[src/rtl/latch_bus_reader_pkg.sv]
// latch_reader_pkg -- shared state encoding and constants for latch_bus_reader.
// Rev 1.0
`default_nettype none

package latch_reader_pkg;

   typedef enum logic [1:0] {
      IDLE    = 2'd0,
      ENABLE  = 2'd1,
      CAPTURE = 2'd2,
      HOLD    = 2'd3
   } state_t;

   localparam int CNT_W = 4;

   // Word presented when the selected index has no latch behind it.
   localparam logic [63:0] FILL_ONES = '1;

   function automatic logic idx_in_range(input logic [3:0] idx, input int n);
      return ({1'b0, idx} < 5'(n));
   endfunction

endpackage

`default_nettype wire

[src/rtl/latch_bus_reader_capture_reg.sv]
// capture_reg -- WIDTH-bit load-enabled register with asynchronous clear (74S174 style).
// Rev 1.0
`default_nettype none

module capture_reg #(
   parameter int WIDTH = 8
) (
   input  logic             clock,
   input  logic             reset,
   input  logic             load,
   input  logic [WIDTH-1:0] d,
   output logic [WIDTH-1:0] q
);

   logic [WIDTH-1:0] data_q;
   logic [WIDTH-1:0] data_d;

   always_comb begin
      data_d = data_q;
      if (load) begin
         data_d = d;
      end
   end

   always_ff @(posedge clock or posedge reset) begin
      if (reset) begin
         data_q <= '0;
      end else begin
         data_q <= data_d;
      end
   end

   assign q = data_q;

endmodule

`default_nettype wire

[src/rtl/latch_bus_reader.sv]
// latch_bus_reader -- one-at-a-time reader for a bank of tri-state latches on a shared bus.
// Rev 1.0. Optional parity check enabled by defining LATCH_BUS_PARITY_EN.
`default_nettype none

module latch_bus_reader
   import latch_reader_pkg::*;
#(
   parameter int WIDTH  = 8,
   parameter int NLATCH = 4,
   parameter int SETTLE = 2
) (
   input  logic              clock,
   input  logic              reset,
   input  logic              req,
   input  logic [3:0]        sel,
   output logic              busy,
   output logic [NLATCH-1:0] oenb_n,
   input  logic [WIDTH-1:0]  bus_in,
   output logic [WIDTH-1:0]  data_out,
   output logic              valid,
   input  logic              ack
`ifdef LATCH_BUS_PARITY_EN
   ,
   input  logic              bus_par,
   output logic              par_err
`endif
);

   localparam logic [CNT_W-1:0] C_LAST = (SETTLE > 0) ? CNT_W'(SETTLE - 1) : '0;

   state_t             state_q, state_d;
   logic [CNT_W-1:0]   cnt_q, cnt_d;
   logic [3:0]         sel_q, sel_d;
   logic [NLATCH-1:0]  oenb_q, oenb_d;
   logic               load;
   logic               sel_ok;
   logic [WIDTH-1:0]   cap_word;

   always_comb begin
      state_d = state_q;
      cnt_d   = cnt_q;
      sel_d   = sel_q;
      load    = 1'b0;
      case (state_q)
         IDLE: begin
            if (req) begin
               sel_d   = sel;
               cnt_d   = '0;
               state_d = (SETTLE > 0) ? ENABLE : CAPTURE;
            end
         end
         ENABLE: begin
            if (cnt_q == C_LAST) begin
               cnt_d   = '0;
               state_d = CAPTURE;
            end else begin
               cnt_d = cnt_q + CNT_W'(1);
            end
         end
         CAPTURE: begin
            load    = 1'b1;
            state_d = HOLD;
         end
         HOLD: begin
            if (ack) begin
               state_d = IDLE;
            end
         end
         default: state_d = IDLE;
      endcase

      // Enables are decoded from next state so the pins come straight off flops.
      oenb_d = '1;
      if ((state_d == ENABLE || state_d == CAPTURE) && idx_in_range(sel_d, NLATCH)) begin
         for (int i = 0; i < NLATCH; i++) begin
            if (sel_d == 4'(i)) begin
               oenb_d[i] = 1'b0;
            end
         end
      end
   end

   always_ff @(posedge clock or posedge reset) begin
      if (reset) begin
         state_q <= IDLE;
         cnt_q   <= '0;
         sel_q   <= '0;
         oenb_q  <= '1;
      end else begin
         state_q <= state_d;
         cnt_q   <= cnt_d;
         sel_q   <= sel_d;
         oenb_q  <= oenb_d;
      end
   end

   assign sel_ok   = idx_in_range(sel_q, NLATCH);
   assign cap_word = sel_ok ? bus_in : FILL_ONES[WIDTH-1:0];

   capture_reg #(.WIDTH(WIDTH)) u_data_reg (
      .clock (clock),
      .reset (reset),
      .load  (load),
      .d     (cap_word),
      .q     (data_out)
   );

`ifdef LATCH_BUS_PARITY_EN
   logic par_bad;
   logic par_q;

   // Odd parity: an even count of ones across bus_in and bus_par is an error.
   assign par_bad = sel_ok & ~(bus_par ^ (^bus_in));

   capture_reg #(.WIDTH(1)) u_par_reg (
      .clock (clock),
      .reset (reset),
      .load  (load),
      .d     (par_bad),
      .q     (par_q)
   );

   assign par_err = par_q & valid;
`endif

   assign oenb_n = oenb_q;
   assign busy   = (state_q != IDLE);
   assign valid  = (state_q == HOLD);

endmodule

`default_nettype wire

[config.mk]
export PLATFORM = sky130hd
export DESIGN_NAME = latch_bus_reader
export DESIGN_NICKNAME = d
export VERILOG_FILES = /design/src/rtl/latch_bus_reader_pkg.sv /design/src/rtl/latch_bus_reader_capture_reg.sv /design/src/rtl/latch_bus_reader.sv
export SDC_FILE = /design/constraint.sdc
export NUM_CORES = 1
export LEC_CHECK = 0
export CAP_MARGIN = 10
export CORE_MARGIN = 3
export CORE_UTILIZATION = 25
export CTS_CLUSTER_SIZE = 25
export DETAILED_ROUTE_END_ITERATION = 10
export HOLD_SLACK_MARGIN = 0.02
export PLACE_DENSITY = 0.58
export SLEW_MARGIN = 30
export SYNTH_ARGS = -nofsm -noshare
export SYNTH_HDL_FRONTEND = slang
export SYNTH_SLANG_ARGS = --single-unit
[constraint.sdc]
create_clock -name clock -period 2.4 [get_ports clock]
set_clock_uncertainty 0.05 [all_clocks]
set_input_delay 0.48 -clock clock [delete_from_list [all_inputs] [get_ports clock]]
set_output_delay 0.48 -clock clock [all_outputs]
set_load 0.01 [all_outputs]
==> flow_summary.toml <==
[run_status]
status = "completed"

[timing]
rsz0062_at_grt = "no"
hold_viol = 0
period_minus_slack_ps = 2100
relSlewSlack = 0.668
final_max_slew_viol_count = 0
tightestPinTransition_ps = 490
setup_viol = 0
tns_ps = 0
fin_crit_sh = 0.875
fmax_ghz = 0.476

[min_path]
whs_endpoint = "u_data_reg.q[3]"
worstHoldStart = "u_data_reg.q[3]"
hold_depth = 1
worstHoldPathType = "flip-flop to flip-flop"

[critical_path]
crit_start = "state_q[0]"
cp_max_fo = 11
required_ps = 1870
reg2reg_depth = 4
r2r_slack_ps = 870
path_class = "flip-flop to primary output"
reg2reg_to = "cnt_q[1]"
arrival_ps = 1570
worst_setup_path_end_kind = "primary output"
cp-start-kind = "flip-flop"
rr_startpoint = "cnt_q[0]"

[clocking]
cts_tree = "yes"
numCtsBuffers = 3
cts_resized = 0
cts_max_path_buffers = 2
clk_latency_ps = 260
cts_hold_buf = 0
cts.sinks = 22
htree_levels = 1
post-cts-setup-buffer-count = 0
root_buffer = "clkbuf_8"
path_clk_slew_ps = 80

[global_route]
overflow = 0
grt_max_degree = 23
grt_pass1_vias = 706
grt_pass1_wl_mm = 3.25
antenna_found_initial = 0
grt_usage = 0.0941

[floorplanning]
ios = 30
dieHeight_um = 68.6
rows = 22
dieArea_um2 = 4710
coreArea_um2 = 3720
start_util = 0.264
dieWidth_um = 68.6

[synth]
synth_warnings = 0
avgSynthCellArea_um2 = 12.2
syn_area_um2 = 980
synth_fp_nets = 98
netlist_instances = 80
yosysUniqueCellTypes = 33
synth_seq_cells = 22
ys_seq_area_frac = 0.567

[detailed_routing]
drtIter0Drc = 29
drt_first_pass_iters = 5
via_count = 707
drc = 0
vias_per_cell = 4.42
wl_mm = 1.93
antenna_left = 0
wl_per_cell_um = 12.1

[final_layout]
layoutNonFillerInstCount = 160
final_core_util = 0.375
fin_area_um2 = 1390
diodes = 0
drive_gt1_frac = 0.161
nFillCells = 363
fin_nets = 131
area_growth_pct = 42.1

[placement]
port_buffers = 29
routabilityCongestion = 0.797
dp.cells = 156
dp_hpwl_mm = 1.43
placed_area_um2 = 1320

[pwr]
p_sw_uw = 486
power_uw = 1560
vdd_drop_max_uv = 392
power.internal_uw = 1080
switching_share = 0.311
seq_power_share = 0.420
p_comb_frac = 0.362
leakage_uw = 0.000548
power_frac_clock = 0.218
power_density_nw_per_um2 = 1120

[flow_run]
cap_violations = 0
cell usage in the layout (no fill, tap or decap), types with 2 or more instances in the layout:
cell / Yosys / final
clkbuf_8: 0 / 3
dfrtp_1: 18 / 18
nor2_1: 3 / 3
dfstp_2: 4 / 4
clkdlybuf4s50_1: 0 / 29
buf_4: 1 / 2
o21ai_1: 2 / 2
nand2b_1: 2 / 2
nor2b_1: 2 / 2
ha_1: 2 / 2
a21oi_1: 3 / 3
o21ai_0: 3 / 3
inv_1: 3 / 3
o22a_1: 8 / 8
mux2_2: 4 / 4
nand2_1: 6 / 6
registers in the layout, indices dropped and copies added (netlist names):
name,count
u_data_reg.q,8
sel_q,4
cnt_q,4
oenb_n,4
state_q,2
worst max-delay path, stage by stage (launching register included):
cell and delay [ps]:
dfrtp_1 500, or2_2 330, clkdlybuf4s50_1 480
Yosys cell counts:
cell type,number,area share
buf_6,1,0.011
and3b_1,1,0.0089
ha_1,2,0.026
dfstp_2,4,0.11
a22oi_1,1,0.0077
nor4b_1,1,0.0089
nor2_1,3,0.011
xor2_1,1,0.0089
buf_4,1,0.0077
o2bb2ai_1,1,0.0089
nand2_1,6,0.023
a21oi_1,3,0.015
o21ai_1,2,0.010
o22a_1,8,0.072
mux2_2,4,0.046
a2bb2oi_1,1,0.0089
or2_2,1,0.0064
nand3_1,1,0.0051
and2_1,1,0.0064
nand2b_1,2,0.013
buf_2,1,0.0051
or3b_1,1,0.0089
nor2b_1,2,0.013
inv_1,3,0.011
nor3b_4,1,0.019
and3_1,1,0.0064
nor3b_1,1,0.0077
o21bai_1,1,0.0077
nor3_2,1,0.010
or4b_4,1,0.014
o21ai_0,3,0.015
dfrtp_1,18,0.46
a32oi_1,1,0.0089
per-layer routing:
| layer | wire (µm) | track usage | vias up | part of all wire |
|---|---|---|---|---|
| met2 | 877 | 0.145 | 30 | 0.45 |
| met1 | 868 | 0.120 | 323 | 0.45 |
| met4 | 30 | 0.0596 | 0 | 0.016 |
| li1 | - | - | 352 | - |
| met3 | 152 | 0.0178 | 2 | 0.079 |
| met5 | 0 | 0 | - | 0 |
cell type report:
| type | instances | area (µm²) | share of cell area |
|---|---|---|---|
| flip-flops and latches | 22 | 556 | 0.399 |
| multi-input cells | 52 | 389 | 0.279 |
| repair buffers | 31 | 305 | 0.219 |
| well taps | 48 | 60.1 | 0.0431 |
| clock buffers | 3 | 41.3 | 0.0296 |
| clock inverters | 1 | 30.0 | 0.0216 |
| inverters | 3 | 11.3 | 0.00809 |
power by group through the flow:
stage	registers [µW]	clock network (µW)	logic, µW
3_5_place_dp	663	0	572
2_1_floorplan	634	0	373
4_1_cts	657	350	574
3_3_place_gp	656	0	567
6_report	657	340	566
5_1_grt	687	371	635
cell families after synthesis:
| kind of cell | synth area share |
|---|---|
| flip-flops | 0.567 |
| AO/OA/AOI/OAI | 0.155 |
| adder cells (fa/ha/maj) | 0.0255 |
| multiplexers | 0.0460 |
| buffers and inverters | 0.0358 |
| AND/OR/NAND/NOR | 0.162 |
| XOR/XNOR | 0.00894 |
worst max path at each step:
stage	endpoint
floorplan	cnt_q[2]
global placement	sel_q[1]
detailed placement	sel_q[2]
CTS	busy
global route	valid
finish	busy
per-stage QoR:
| step | hold WS (ps) | setup slack, ps |
|---|---|---|
| global placement | 441 | 578 |
| CTS | 465 | 286 |
| floorplan | 416 | 997 |
| detailed placement | 447 | 548 |
| finish | 463 | 299 |
| global route | 473 | 214 |
Note: power is estimated with default switching activity, not from simulation.
